$ cat src/rtl/riscv_pkg.sv
// riscv_pkg: shared RV64I decode types, opcodes and ALU-field decoding
package riscv_pkg;
  localparam int WIDTH = 64;
  localparam int REG_ADDR_W = 5;
  localparam logic [6:0] OPC_LOAD = 7'b0000011;
  localparam logic [6:0] OPC_FENCE = 7'b0001111;
  localparam logic [6:0] OPC_OP_IMM = 7'b0010011;
  localparam logic [6:0] OPC_AUIPC = 7'b0010111;
  localparam logic [6:0] OPC_OP_IMM_32 = 7'b0011011;
  localparam logic [6:0] OPC_STORE = 7'b0100011;
  localparam logic [6:0] OPC_OP = 7'b0110011;
  localparam logic [6:0] OPC_LUI = 7'b0110111;
  localparam logic [6:0] OPC_OP_32 = 7'b0111011;
  localparam logic [6:0] OPC_BRANCH = 7'b1100011;
  localparam logic [6:0] OPC_JALR = 7'b1100111;
  localparam logic [6:0] OPC_JAL = 7'b1101111;
  localparam logic [6:0] OPC_SYSTEM = 7'b1110011;
  typedef enum logic [4:0] {
    ALU_ADD, ALU_SUB, ALU_SLL, ALU_SLT, ALU_SLTU, ALU_XOR, ALU_SRL, ALU_SRA, ALU_OR, ALU_AND,
    ALU_SLLW, ALU_SRLW, ALU_SRAW, ALU_EQ, ALU_NE, ALU_LT, ALU_GE, ALU_LTU, ALU_GEU
  } op_alu_e;
  typedef enum logic [2:0] {IMM_I, IMM_S, IMM_B, IMM_U, IMM_J, IMM_NONE} imm_fmt_e;
  typedef struct packed {
    logic [WIDTH-1:0] pc;
    op_alu_e alu_op;
    logic [REG_ADDR_W-1:0] rs1;
    logic [REG_ADDR_W-1:0] rs2;
    logic [REG_ADDR_W-1:0] rd;
    logic [WIDTH-1:0] imm;
    logic use_imm;
    logic use_pc;
    logic word;
    logic reg_write;
    logic is_load;
    logic is_store;
    logic is_branch;
    logic is_jump;
    logic [2:0] funct3;
    logic illegal;
  } decode_t;
  typedef struct packed {
    logic illegal;
    op_alu_e op;
  } alu_dec_t;
  function automatic alu_dec_t alu_decode(input logic [2:0] f3, input logic [6:0] f7, input logic word, input logic imm);
    logic base;
    logic alt;
    alu_dec_t r;
    base = imm ? f7[6:1] == 6'b000000 && !(word && f7[0]) : f7 == 7'b0000000;
    alt = imm ? f7[6:1] == 6'b010000 && !(word && f7[0]) : f7 == 7'b0100000;
    case (f3)
      3'b000: begin
        r.illegal = !imm && !(base || alt);
        r.op = !imm && alt ? ALU_SUB : ALU_ADD;
      end
      3'b001: begin
        r.illegal = !base;
        r.op = word ? ALU_SLLW : ALU_SLL;
      end
      3'b101: begin
        r.illegal = !(base || alt);
        r.op = alt ? (word ? ALU_SRAW : ALU_SRA) : (word ? ALU_SRLW : ALU_SRL);
      end
      default: begin
        r.illegal = word || (!imm && !base);
        r.op = f3 == 3'b010 ? ALU_SLT : f3 == 3'b011 ? ALU_SLTU : f3 == 3'b100 ? ALU_XOR : f3 == 3'b110 ? ALU_OR : ALU_AND;
      end
    endcase
    return r;
  endfunction
endpackage

$ cat src/rtl/imm_gen.sv
// imm_gen: sign-extended immediate extraction for the RV base instruction formats
module imm_gen
  import riscv_pkg::*;
#(
  parameter int WIDTH = riscv_pkg::WIDTH
) (
  input  logic [31:7]      instr_i,
  input  imm_fmt_e         fmt_i,
  output logic [WIDTH-1:0] imm_o
);
  always_comb
    imm_o = fmt_i == IMM_I ? {{(WIDTH-12){instr_i[31]}}, instr_i[31:20]}
          : fmt_i == IMM_S ? {{(WIDTH-12){instr_i[31]}}, instr_i[31:25], instr_i[11:7]}
          : fmt_i == IMM_B ? {{(WIDTH-13){instr_i[31]}}, instr_i[31], instr_i[7], instr_i[30:25], instr_i[11:8], 1'b0}
          : fmt_i == IMM_U ? {{(WIDTH-32){instr_i[31]}}, instr_i[31:12], 12'b0}
          : fmt_i == IMM_J ? {{(WIDTH-21){instr_i[31]}}, instr_i[31], instr_i[19:12], instr_i[20], instr_i[30:21], 1'b0}
          : '0;
endmodule

$ cat src/rtl/decode_stage.sv
// decode_stage: one-entry RV64I decode pipeline register with valid/ready handshake
module decode_stage
  import riscv_pkg::*;
#(
  parameter int WIDTH = riscv_pkg::WIDTH
) (
  input  logic             clk,
  input  logic             rst,
  input  logic             in_valid,
  output logic             in_ready,
  input  logic [31:0]      in_instr,
  input  logic [WIDTH-1:0] in_pc,
  input  logic             flush,
  output logic             out_valid,
  input  logic             out_ready,
  output decode_t          out_dec
);
  logic [6:0] opc;
  logic [2:0] f3;
  logic [6:0] f7;
  logic is_imm_op;
  logic is_word;
  logic is_shift;
  logic ill;
  imm_fmt_e fmt;
  logic [WIDTH-1:0] imm;
  alu_dec_t ad;
  decode_t dec_d;
  decode_t dec_q;
  logic valid_q;
  assign opc = in_instr[6:0];
  assign f3 = in_instr[14:12];
  assign f7 = in_instr[31:25];
  assign is_imm_op = opc == OPC_OP_IMM || opc == OPC_OP_IMM_32;
  assign is_word = opc == OPC_OP_32 || opc == OPC_OP_IMM_32;
  assign is_shift = is_imm_op && f3[1:0] == 2'b01;
  assign ad = alu_decode(f3, f7, is_word, is_imm_op);
  always_comb
    fmt = opc inside {OPC_OP_IMM, OPC_OP_IMM_32, OPC_LOAD, OPC_JALR, OPC_FENCE, OPC_SYSTEM} ? IMM_I
        : opc == OPC_STORE ? IMM_S
        : opc == OPC_BRANCH ? IMM_B
        : opc == OPC_LUI || opc == OPC_AUIPC ? IMM_U
        : opc == OPC_JAL ? IMM_J
        : IMM_NONE;
  imm_gen #(.WIDTH(WIDTH)) u_imm_gen (
    .instr_i(in_instr[31:7]),
    .fmt_i  (fmt),
    .imm_o  (imm)
  );
  always_comb begin
    dec_d = '0;
    ill = 1'b0;
    dec_d.pc = in_pc;
    dec_d.rs1 = in_instr[19:15];
    dec_d.rs2 = in_instr[24:20];
    dec_d.rd = in_instr[11:7];
    dec_d.funct3 = f3;
    dec_d.word = is_word;
    case (opc)
      OPC_OP, OPC_OP_32: begin
        dec_d.alu_op = ad.op;
        dec_d.reg_write = 1'b1;
        ill = ad.illegal;
      end
      OPC_OP_IMM, OPC_OP_IMM_32: begin
        dec_d.alu_op = ad.op;
        dec_d.use_imm = 1'b1;
        dec_d.reg_write = 1'b1;
        ill = ad.illegal;
      end
      OPC_BRANCH: begin
        dec_d.alu_op = f3 == 3'b000 ? ALU_EQ : f3 == 3'b001 ? ALU_NE : f3 == 3'b100 ? ALU_LT
                     : f3 == 3'b101 ? ALU_GE : f3 == 3'b110 ? ALU_LTU : ALU_GEU;
        dec_d.is_branch = 1'b1;
        ill = f3[2:1] == 2'b01;
      end
      OPC_LOAD: begin
        dec_d.use_imm = 1'b1;
        dec_d.is_load = 1'b1;
        dec_d.reg_write = 1'b1;
        ill = f3 == 3'b111;
      end
      OPC_STORE: begin
        dec_d.use_imm = 1'b1;
        dec_d.is_store = 1'b1;
        ill = f3[2];
      end
      OPC_JALR: begin
        dec_d.use_imm = 1'b1;
        dec_d.is_jump = 1'b1;
        dec_d.reg_write = 1'b1;
        ill = f3 != 3'b000;
      end
      OPC_LUI: begin
        dec_d.rs1 = '0;
        dec_d.use_imm = 1'b1;
        dec_d.reg_write = 1'b1;
      end
      OPC_AUIPC: begin
        dec_d.use_imm = 1'b1;
        dec_d.use_pc = 1'b1;
        dec_d.reg_write = 1'b1;
      end
      OPC_JAL: begin
        dec_d.use_imm = 1'b1;
        dec_d.use_pc = 1'b1;
        dec_d.is_jump = 1'b1;
        dec_d.reg_write = 1'b1;
      end
      OPC_FENCE, OPC_SYSTEM: ill = 1'b0;
      default: ill = 1'b1;
    endcase
    dec_d.imm = is_shift ? (is_word ? WIDTH'(in_instr[24:20]) : WIDTH'(in_instr[25:20])) : imm;
    dec_d.illegal = ill;
    dec_d.alu_op = ill ? ALU_ADD : dec_d.alu_op;
    dec_d.reg_write = dec_d.reg_write && !ill && dec_d.rd != '0;
    dec_d.is_load = dec_d.is_load && !ill;
    dec_d.is_store = dec_d.is_store && !ill;
    dec_d.is_branch = dec_d.is_branch && !ill;
    dec_d.is_jump = dec_d.is_jump && !ill;
  end
  always_ff @(posedge clk)
    if (rst) begin
      valid_q <= 1'b0;
      dec_q <= '0;
    end else if (flush) begin
      valid_q <= 1'b0;
    end else if (in_valid && in_ready) begin
      valid_q <= 1'b1;
      dec_q <= dec_d;
    end else if (out_ready) begin
      valid_q <= 1'b0;
    end
  assign in_ready = !valid_q || out_ready;
  assign out_valid = valid_q;
  assign out_dec = dec_q;
endmodule

$ cat config.mk
export PLATFORM = sky130hd
export DESIGN_NAME = decode_stage
export DESIGN_NICKNAME = d
export VERILOG_FILES = /design/src/rtl/riscv_pkg.sv /design/src/rtl/imm_gen.sv /design/src/rtl/decode_stage.sv
export SDC_FILE = /design/constraint.sdc
export NUM_CORES = 1
export LEC_CHECK = 0
export BUFFER_PORTS_ARGS = -buffer_cell sky130_fd_sc_hd__clkbuf_2
export CAP_MARGIN = 10
export CELL_PAD_IN_SITES_DETAIL_PLACEMENT = 0
export CELL_PAD_IN_SITES_GLOBAL_PLACEMENT = 2
export CORE_MARGIN = 8
export CORE_UTILIZATION = 23
export CTS_CLUSTER_SIZE = 14
export DETAILED_ROUTE_END_ITERATION = 8
export PLACE_DENSITY = 0.83
export REMOVE_ABC_BUFFERS = 1
export SYNTH_ARGS = -nofsm -noshare
export SYNTH_HDL_FRONTEND = slang
export SYNTH_SLANG_ARGS = --single-unit
$ cat constraint.sdc
create_clock -name clk -period 2.2 [get_ports clk]
set_clock_uncertainty 0.05 [all_clocks]
set_input_delay 0.44 -clock clk [delete_from_list [all_inputs] [get_ports clk]]
set_output_delay 0.44 -clock clk [all_outputs]
set_load 0.01 [all_outputs]
; After elaboration in Yosys (flattened, before gate mapping)
; Cells that the tools add are included.
; W data, S select, Z words.
[totals]
register_bits = 161
word_cells = 130
in_bits = 101
[classes]
n_reduce_logical = 42
eq_ne = 28
n_bitwise = 1
muxes = 42
[op_table]
columns = op, n
row1 = $mux W64, 6
row2 = $eq A7 B6 Y1 const B, 5
row3 = $eq A7 B7 Y1 const B, 4
row4 = $mux W4, 7
row5 = $mux W5, 5
row6 = $eq A7 B5 Y1 const B, 3
row7 = $pmux W6 S3, 1
row8 = $eq A3 B3 Y1 const B, 5
row9 = $logic_and A1 B1 Y1, 14
row10 = $mux W1, 14
row11 = $eq A3 B2 Y1 const B, 4
row12 = $mux W3, 4
row13 = $pmux W5 S2, 1
row14 = $reduce_or A9 Y1, 1
row15 = $reduce_or A8 Y1, 1
row16 = $eq A7 B2 Y1 const B, 1
row17 = $eq A7 B4 Y1 const B, 1
row18 = $logic_not A7 Y1, 1
row19 = $eq A3 B1 Y1 const B, 2
row20 = $eq A6 B5 Y1 const B, 1
row21 = $logic_not A1 Y1, 6
row22 = $logic_not A3 Y1, 2
row23 = $logic_not A6 Y1, 1
row24 = $logic_or A1 B1 Y1, 6
row25 = other kinds (13), 17

; Logic depth before layout (Yosys ltp)
; Gate-level depths: netlist of run 1.
[depth]
ltp_word = 14
depth_mapped = 10
ltp_nobuf = 9

; Hierarchy
; From an unflattened synthesis of run 1, not the netlist that was laid out.
[unflattened]
cells_unflattened = 929
hier_area_um2 = 7026.7
[by_module_without_submodules]
columns = module, cells_per_inst, n_inst, area_per_inst_um2
row1 = decode_stage, 813, 1, 6313.6
row2 = imm_gen, 116, 1, 713.2

; Least setup slack after synthesis of run 1
; OpenSTA, ideal clock, no wires.
[synth_timing]
kind = in2reg
start = in in_instr[6]
end = reg dec_q, in the netlist out_dec[91]
cell_stages = 9
arrival_ps = 2122
slack_ps = -90
required_time_ps = 2033
setup_time_ps = 117
cell_sequence = buf_6 > or4_4 > o21ai_2 > nand3_1 > ha_1 > nor2b_1 > o21ai_0 > o221a_2 > a32o_1
[synth_via]
elab_chain_len = 12
[synth_lines]
columns = element, line_no
row1 = from (decl), decode_stage.sv:11  ; input logic [31:0] in_instr,
row2 = $eq A7 B6 Y1 / $eq A7 B5 Y1 (equally long branches), "decode_stage.sv:35, decode_stage.sv:59, decode_stage.sv:34"
row3 = $logic_or A1 B1 Y1, decode_stage.sv:35  ; assign is_word = opc == OPC_OP_32 || opc == OPC_OP_IMM_32;
row4 = $logic_and A1 B1 Y1, "riscv_pkg.sv:49, riscv_pkg.sv:50"
row5 = $logic_not A1 Y1, "riscv_pkg.sv:49, riscv_pkg.sv:50"
row6 = "$logic_and A1 B1 Y1, on equally long branches", "riscv_pkg.sv:49, riscv_pkg.sv:50"
row7 = "$mux W1, on equally long branches", "riscv_pkg.sv:49, riscv_pkg.sv:50"
row8 = $logic_not A1 Y1 / $logic_or A1 B1 Y1 (equally long branches), -
row9 = $logic_and A1 B1 Y1 / $logic_not A1 Y1 (equally long branches), "riscv_pkg.sv:65, riscv_pkg.sv:53, riscv_pkg.sv:61"
row10 = $logic_or A1 B1 Y1 / $logic_and A1 B1 Y1 (equally long branches), "riscv_pkg.sv:65, riscv_pkg.sv:53"
row11 = $pmux W6 S3, riscv_pkg.sv:51  ; case (f3)
row12 = $pmux W1 S6, decode_stage.sv:59  ; case (opc)
row13 = $mux W5 (*), decode_stage.sv:115  ; dec_d.alu_op = ill ? ALU_ADD : dec_d.alu_op;
row14 = to (signal assigned), decode_stage.sv:125  ; dec_q <= '0;
row15 = to (signal assigned), decode_stage.sv:130  ; dec_q <= dec_d;
row16 = to (decl), decode_stage.sv:29  ; decode_t dec_q;
; Every way passes the cells marked *; elsewhere a longest branch is shown, timed or not.
; A chain may end at the register's enable or synchronous reset.

; Worst setup path in the final report of run 1
[layout_timing]
start = in in_instr[6]
end = reg dec_q, in the netlist out_dec[34]
[layout_via]
elab_chain_len = 13
[layout_lines]
columns = element, line_no
row1 = $eq A7 B7 Y1 (tied with other cells), decode_stage.sv:43  ; : opc == OPC_JAL ? IMM_J
row2 = $mux W1 / $logic_or A1 B1 Y1 (equally long branches), "decode_stage.sv:43, decode_stage.sv:42"
row3 = $mux W3, decode_stage.sv:42  ; : opc == OPC_LUI || opc == OPC_AUIPC ? IMM_U
row4 = $mux W3, decode_stage.sv:41  ; : opc == OPC_BRANCH ? IMM_B
row5 = $mux W3, decode_stage.sv:40  ; : opc == OPC_STORE ? IMM_S
row6 = $mux W3, decode_stage.sv:39  ; fmt = opc inside {OPC_OP_IMM, OPC_OP_IMM_32, OPC_LOAD, OPC_JALR, OPC_FENCE, OPC_SYSTEM} ? IMM_I
row7 = $eq A3 B3 Y1, imm_gen.sv:16  ; : fmt_i == IMM_J ? {{(WIDTH-21){instr_i[31]}}, instr_i[31], instr_i[19:12], instr_i[20], instr_i[30:21], 1'b0}
row8 = $mux W64, imm_gen.sv:16
row9 = $mux W64, imm_gen.sv:15  ; : fmt_i == IMM_U ? {{(WIDTH-32){instr_i[31]}}, instr_i[31:12], 12'b0}
row10 = $mux W64, imm_gen.sv:14  ; : fmt_i == IMM_B ? {{(WIDTH-13){instr_i[31]}}, instr_i[31], instr_i[7], instr_i[30:25], instr_i[11:8], 1'b0}
row11 = $mux W64, imm_gen.sv:13  ; : fmt_i == IMM_S ? {{(WIDTH-12){instr_i[31]}}, instr_i[31:25], instr_i[11:7]}
row12 = $mux W64, imm_gen.sv:12  ; imm_o = fmt_i == IMM_I ? {{(WIDTH-12){instr_i[31]}}, instr_i[31:20]}
row13 = $mux W64 (*), decode_stage.sv:113  ; dec_d.imm = is_shift ? (is_word ? WIDTH'(in_instr[24:20]) : WIDTH'(in_instr[25:20])) : imm;
; Marks and branches as above.

==> qor.txt, run 1 <==
status - finished clean
fmax - 508 MHz
CTS tree - built
r2r worst-path depth - 6
CP max stage delay - 0.73 ns
Final setup viols - 0
mean post-synth cell area - 8.18 um^2
internal power - 4.41 mW
routed vias - 5830
worst r2r dst - out_dec[8]
Via density - 4.49
Inserted Clock Buffers - 17
Post-Route WL - 21800 um
row cnt - 58
Worst slew margin - 0.369
grt total ovfl - 0
post-synthesis cell type count - 67
Required @ worst endpoint - 2.45 ns
share of layout cells above drive strength 1 - 0.387
die area - 30300 um^2
Initial Util - 0.231
Crit Path Max Fanout - 19
fin crit share - 0.895
Post-CTS Setup Inserts - 0
leakage - 3.58 nW
Placement Cell Area - 7500 um^2
Placeable Area - 24900 um^2
switch share - 0.267
register area share after synthesis - 0.449
clock slew at reported path FFs - 0.06 ns
CP max-delay cell - a21oi_2
count leader, synth - nand2_1
maximum clock path buffer count - 2
ranking of synthesized cells by area - dfxtp_1 (45%), nand2_1 (12%), a21oi_1 (8.8%)
top-area cell type share of the netlist area - 0.449
Syn Std Cell Area - 5750 um^2
CTS resizes - 0
Post-synth EDFFs - 0
dpl hpwl - 16100 um
PortBufs - 262
Power Density - 745 nW/um^2
ANT cells - 0
H-tree Lvls - 4
Hold Path Class - input pin to register
Flop pwr share - 0.407
dpl ws - -0.231 ns
top post-synthesis cells by count - nand2_1 (185), dfxtp_1 (129), a21oi_1 (101), buf_4 (36), clkbuf_1 (33)
Die Width - 174 um
largest net degree at the start of global routing - 95
vias in the first global route - 5979
GRT Resource Usage Total - 0.141
post-layout min period - 1.97 ns
area grow syn2layout - 40.6%
Register-to-Register Setup Slack - 0.29 ns
IO Pins - 263
post-synthesis instance total - 703
nets - 1059
Max VDD drop - 0.000413 V
crit end category - register
Critical Path Source - in_instr[6]
RePlAce Congestion - 0.799
TritonRoute pass-1 iters - 4
worst path cell trace - clkbuf_2 -> buf_4 -> and2_1 -> o2bb2ai_1 -> a21oi_2 -> o22ai_1 -> a22o_1
CP Capture Point - out_dec[34]
yosys warns - 0
Post-synth ARST share - 0
CTS root buffer - clkbuf_16
Clock Power Share - 0.476
hold buffer count at cts - 0
RR Startpoint - out_valid
startpoint types - input pin
unrepaired setup endpoints after global routing - false
min setup slack post-route - 0.231 ns
WS Path Type - input pin to register
clock net sink count - 129
sw power - 1.61 mW
antenna violations before repair - 0
Seq cells post-synth - 129
DRT iter0 DRCs - 347
DRC - 0
global-route wire length before repair - 34100 um
worst skew pair latency - 0.40 ns
logic gate share of total power - 0.116
Worst Hold Path Cells - 3
final hold viol count - 0
Routed Antenna Nets - 0
fin. max-slew vios - 0
cell area after layout - 8090 um^2
DR WL/cell - 16.8 um
WP data arrival - 2.22 ns
die height - 174 um
slew at the pin with the worst max-slew slack - 0.947 ns
Yosys top cell by area - dfxtp_1
top_reg_cell synth - dfxtp_1
Max-Cap Viols - 0
## cells in the final DEF, fill, tap and decap left out, types with 8 or more instances in the layout
cell and count:
a21oi_1 101, a22o_1 26, a22oi_1 8, buf_4 57, clkbuf_16 17, clkbuf_2 261, dfxtp_1 129, nand2_1 185
nand3_1 10, nor2_1 24, o21ai_0 8, o22ai_1 13, o2bb2ai_1 14
## registers in the layout, summed over array words and instances, names as in the netlist
name	count
out_valid	1
out_dec	128
## power groups by stage
stage	clock [mW]	combinational, mW	sequential [mW]
after CTS	2.98	0.715	2.45
final	2.87	0.701	2.45
after global routing	3.07	0.781	2.46
after floorplan	0	0.241	2.55
after global placement	0	0.712	2.50
after detailed placement	0	0.713	2.51
## how the worst min path moves through the flow
stage	startpoint	to	slack (ns)
3_5_place_dp	out_dec[86]	out_dec[86]	0.39
6_report	in_pc[40]	out_dec[136]	0.19
2_1_floorplan	out_dec[4]	out_dec[4]	0.42
5_1_grt	in_pc[57]	out_dec[153]	0.17
3_3_place_gp	out_dec[132]	out_dec[132]	0.39
4_1_cts	in_pc[49]	out_dec[145]	0.17
## layout make-up
type | instances | area (um^2)
Inverter | 4 | 15.0
Tap cell | 330 | 413
Fill cell | 2727 | 16800
Clock inverter | 14 | 151
Sequential cell | 129 | 2580
Timing Repair Buffer | 322 | 1810
Clock buffer | 18 | 439
Multi-Input combinational cell | 482 | 2670
## logic make-up after synthesis
group / after synthesis / synth area share
buffers and inverters: 92 / 0.0890
adders and majority gates: 2 / 0.00435
and+or+nand+nor: 278 / 0.228
muxes: 2 / 0.00370
DFF: 129 / 0.449
xor gates and xnor gates: 3 / 0.00457
AOI/OAI and AO/OA: 197 / 0.221
## layer usage
metal  GRT usage  share of wire
met5           0              0
met4      0.0367          0.012
met3      0.0438          0.063
met2       0.224           0.44
met1       0.183           0.48
## critical path: cells and delay by family
family | cells | cell delay, ns
buffers and inverters | 2 | 0.29
AO/OA/AOI/OAI | 4 | 1.31
AND/OR/NAND/NOR | 1 | 0.17
## per-stage QoR
stage	hold WS (ns)	util	instances	power (mW)	setup TNS [ns]
after floorplan	0.420	-	615	2.79	-212.59
after global placement	0.391	0.301	1267	3.21	-3.39
after detailed placement	0.395	0.301	1267	3.22	-3.77
after CTS	0.169	0.325	1299	6.15	0
after global routing	0.170	0.325	1299	6.32	0
final	0.192	0.325	1299	6.02	0
(Power assumes the default switching activity.)
==> run 2: changes to the inputs <==
CORE_ASPECT_RATIO = 0.75   (was not set)
MAX_ROUTING_LAYER = met4   (was not set)
==> qor.txt, run 2 (synthesis gave the netlist of run 1 again) <==
RePlAce Congestion - 0.852
most frequent cells in the layout - clkbuf_2 (261), nand2_1 (185), dfxtp_1 (129)
Flop pwr share - 0.394
fin. max-slew vios - 0
CTS resizes - 0
GRT Resource Usage Total - 0.148
Worst slew margin - 0.360
Fill cells - 2660
grt total ovfl - 0
row cnt - 50
DR WL/cell - 17.1 um
largest net degree at the start of global routing - 62
nets - 1056
Post-CTS Setup Inserts - 0
Final setup viols - 0
ANT cells - 0
Via density - 4.51
Clock Power Share - 0.489
status - finished clean
share of layout cells above drive strength 1 - 0.384
Routed Antenna Nets - 0
Max VDD drop - 0.000493 V
Post-Route WL - 22300 um
DRT iter0 DRCs - 251
min-delay src - in_pc[60]
vias in the first global route - 5730
switch share - 0.255
sw power - 1.58 mW
internal power - 4.64 mW
Largest register FFs - 128
dpl hpwl - 16900 um
startpoint types - input pin
CTS root buffer - clkbuf_16
Die Width - 199 um
final core utilization - 0.330
logic gate share of total power - 0.117
unrepaired setup endpoints after global routing - false
RR Startpoint - out_valid
area of the multi-input gates - 2670 um^2
hold buffer count at cts - 0
die height - 153 um
r2r worst-path depth - 6
leakage - 3.60 nW
Inserted Clock Buffers - 17
DRC - 0
worst skew pair latency - 0.42 ns
TritonRoute pass-1 iters - 4
Critical Path Source - in_instr[5]
Required @ worst endpoint - 2.47 ns
clock slew at reported path FFs - 0.06 ns
Crit Path Max Fanout - 19
storage element area - 2580 um^2
global-route wire length before repair - 34200 um
dpl ws - -0.172 ns
crit end category - register
die area - 30400 um^2
CTS tree - built
Max-Cap Viols - 0
Placeable Area - 24800 um^2
Hold Path Class - input pin to register
IO Pins - 263
final hold viol count - 0
Worst Hold Path Cells - 3
routed vias - 5885
slew at the pin with the worst max-slew slack - 0.961 ns
fin cells - 1304
maximum clock path buffer count - 2
Placed Cells incl. Taps - 1272
Hold Worst Slack - 0.181 ns
antenna violations before repair - 0
Initial Util - 0.232
Power Density - 761 nW/um^2
fmax - 507 MHz
PortBufs - 262
leading cell type in the layout, fill and taps excluded - clkbuf_2
fin crit share - 0.896
area grow syn2layout - 42.1%
post-layout min period - 1.97 ns
H-tree Lvls - 4
clock net sink count - 129
WP data arrival - 2.25 ns
WS Path Type - input pin to register
min setup slack post-route - 0.229 ns
-- run 2: cell count changes in the layout (fill, tap and decap cells not counted), sizes merged --
cell / previous run / this run
inv: 10 / 4
clkinv: 4 / 8
buf: 61 / 58
bufinv: 2 / 4
clkbuf: 279 / 280
clkinvlp: 2 / 1
-- run 2: power by group through the flow --
stage	combinational, mW	sequential (mW)	clock, mW
after global routing	0.796	2.46	3.25
after CTS	0.733	2.45	3.14
after global placement	0.729	2.50	0
final	0.727	2.45	3.04
after detailed placement	0.731	2.50	0
after floorplan	0.241	2.55	0
-- run 2: path summary, 6_finish.rpt --
check                 end  slack (ns)
max           out_dec[37]        0.23
min          out_dec[156]        0.18
max reg2reg   out_dec[23]        0.24
min reg2reg    out_dec[4]        0.40
-- run 2: cell type report --
class	instances	area share
Sequential cell	129	0.316
Clock inverter	13	0.0228
Inverter	4	0.00184
Multi-Input combinational cell	482	0.327
Tap cell	338	0.0517
Clock buffer	19	0.0542
Timing Repair Buffer	319	0.227
-- run 2: routing by layer --
| layer | vias to the layer above | routed length, um | track usage |
|---|---|---|---|
| met5 | - | 0 | - |
| met4 | 0 | 344 | 0.0444 |
| met1 | 2722 | 10700 | 0.198 |
| met2 | 208 | 9430 | 0.207 |
| met3 | 22 | 1860 | 0.0511 |
| li1 | 2933 | - | - |
-- run 2: per-stage QoR --
stage / TNS [ns] / total power [mW] / instance area [um^2]
after global routing: 0 / 6.50 / 8180
after detailed placement: -3.53 / 3.24 / 7550
final: 0 / 6.22 / 8180
after CTS: 0 / 6.32 / 8180
after floorplan: -212.59 / 2.79 / 5260
after global placement: -2.90 / 3.23 / 7550
-- run 2: critical path: stages --
cell	delay, ns
clkbuf_2	0.09
buf_4	0.19
and2_1	0.19
o2bb2ai_1	0.14
a21oi_2	0.73
o22ai_1	0.21
a22o_1	0.24
==> run 3: changes to the inputs <==
ABC_AREA = 1   (was not set)
CORE_UTILIZATION = 22   (was 23)
PLACE_DENSITY = 0.84   (was 0.83)
==> qor.txt, run 3 <==
Post-Synth XOR/XNOR Area - 0
Post-CTS Setup Inserts - 0
worst path cell trace - clkbuf_2 -> nor2_1 -> nand2_1 -> nor2_1 -> nand3_1 -> nand2_2 -> inv_1 -> ha_1 -> a21oi_1 -> a21o_1 -> nand3_1 -> o31ai_1 -> nand4_1 -> a21oi_1
Hold Path Class - input pin to register
fin cells - 1397
Seq cells post-synth - 129
Max-Cap Viols - 0
Via density - 4.25
Final setup viols - 0
die area - 31400 um^2
antenna violations before repair - 0
post-synthesis cell type count - 35
top-area cell type share of the netlist area - 0.452
mux cell area share after synthesis - 0
register area share after synthesis - 0.452
CP max stage delay - 0.27 ns
ranking of synthesized cells by area - dfxtp_1 (45%), nor2_1 (11%), o21ai_0 (8.8%)
unrepaired setup endpoints after global routing - false
Fill cells - 2833
maximum clock path buffer count - 2
count leader, synth - nor2_1
TritonRoute pass-1 iters - 5
CP max-delay cell - ha_1
Die Width - 202 um
global-route wire length before repair - 33900 um
Syn Std Cell Area - 5710 um^2
DRC - 0
Inserted Clock Buffers - 17
WP data arrival - 2.23 ns
Placed Cells incl. Taps - 1365
simple-gate portion of the synthesized area - 0.259
post-synthesis instance total - 798
Crit Path Max Fanout - 3
Post-Route WL - 21700 um
Yosys top cell by area - dfxtp_1
post-synthesis adder-cell area fraction - 0.00438
post-synthesis compound-gate area fraction - 0.176
startpoint types - input pin
crit end category - register
top post-synthesis cells by count - nor2_1 (160), dfxtp_1 (129), nand2_1 (127), o21ai_0 (101), a21oi_1 (63)
largest net degree at the start of global routing - 84
Required @ worst endpoint - 2.50 ns
Max VDD drop - 0.000488 V
fin crit share - 0.874
leakage - 3.97 nW
H-tree Lvls - 4
GRT Resource Usage Total - 0.139
Initial Util - 0.222
top_reg_cell synth - dfxtp_1
area grow syn2layout - 40.0%
status - finished clean
nets - 1143
Post-synth EDFFs - 0
ANT cells - 0
Worst slew margin - 0.528
CTS tree - built
Routed Antenna Nets - 0
dpl hpwl - 16000 um
clock slew at reported path FFs - 0.07 ns
IO Pins - 263
leading cell type in the layout, fill and taps excluded - clkbuf_2
mean post-synth cell area - 7.16 um^2
fmax - 520 MHz
Placeable Area - 25700 um^2
row cnt - 51
Tot Pwr - 6.20 mW
share of layout cells above drive strength 1 - 0.349
slew at the pin with the worst max-slew slack - 0.708 ns
RePlAce Congestion - 0.802
most frequent cells in the layout - clkbuf_2 (262), nor2_1 (160), dfxtp_1 (129)
yosys warns - 0
Power Density - 775 nW/um^2
fin. max-slew vios - 0
vias in the first global route - 5858
hold buffer count at cts - 0
post-layout min period - 1.92 ns
Largest register FFs - 128
PortBufs - 262
DR WL/cell - 15.5 um
routed vias - 5936
DRT iter0 DRCs - 371
grt total ovfl - 0
WS Path Type - input pin to register
clock net sink count - 129
worst skew pair latency - 0.42 ns
Post-synth ARST share - 0
die height - 156 um
largest family of logic cells by synthesized area - simple AND/OR/NAND/NOR gates
CTS resizes - 0
final hold viol count - 0
CTS root buffer - clkbuf_16
run 3: changes by cell type in the layout (fill, tap and decap cells not counted), moves of 8 or more:
cell	change
a22o_1	-26
nor2_1	+136
nand3_1	+25
o211ai_1	+9
nand2_1	-58
buf_4	-14
inv_1	+32
o22ai_1	-13
inv_2	+10
o21ai_0	+93
o2bb2ai_1	-14
nand2_2	+8
a21oi_1	-38
run 3: final timing paths:
| check | start | to | slack, ns | cells past startpoint |
|---|---|---|---|---|
| worst min-delay path | flush | out_valid | 0.19 | 2 |
| worst max-delay path | in_instr[26] | out_dec[91] | 0.28 | 14 |
| worst min register to register | out_dec[29] | out_dec[29] | 0.41 | 2 |
| worst max register to register | out_valid | out_dec[89] | 0.48 | 6 |
run 3: routing by layer:
layer | part of all wire | vias up | GRT usage
met4 | 0.0086 | 0 | 0.0305
met3 | 0.069 | 8 | 0.0465
li1 | - | 3060 | -
met1 | 0.49 | 2685 | 0.186
met5 | 0 | - | -
met2 | 0.43 | 183 | 0.201
run 3: cell type report:
class / instances / area, um^2 / share of cell area
clock buffer: 19 / 453 / 0.0567
timing repair buffer: 302 / 1670 / 0.209
inverter: 47 / 178 / 0.0222
multi-input combinational: 543 / 2520 / 0.315
tap: 344 / 430 / 0.0538
sequential: 129 / 2580 / 0.323
clock inverter: 13 / 159 / 0.0199
run 3: cells by family (layout without fill, tap and decap cells):
kind of cell / count (synthesis) / count (layout)
compound gates: 188 / 188
simple gates: 353 / 353
fa+ha+maj: 2 / 2
buf+inv: 126 / 381
flops: 129 / 129
run 3: stage by stage:
stage | area (um^2) | hold WS (ns) | setup slack, ns | TNS, ns | utilization
2_1_floorplan | 5270 | 0.430 | -4.89 | -540.82 | -
3_5_place_dp | 7380 | 0.406 | -0.139 | -0.139 | 0.287
4_1_cts | 7990 | 0.166 | 0.316 | 0 | 0.311
6_report | 7990 | 0.187 | 0.277 | 0 | 0.311
3_3_place_gp | 7380 | 0.400 | -0.128 | -0.128 | 0.287
5_1_grt | 7990 | 0.169 | 0.0698 | 0 | 0.311
run 3: power by group:
group          switching [mW]  internal (mW)  total, mW
logic                   0.440          0.272      0.712
clock network            1.14           1.84       2.98
registers              0.0527           2.45       2.51
run 3: worst max-delay path, delay by kind of cell:
kind | cells | cell delay [ns]
simple gates | 7 | 0.94
compound gates | 4 | 0.44
fa+ha+maj | 1 | 0.27
buf+inv | 2 | 0.15
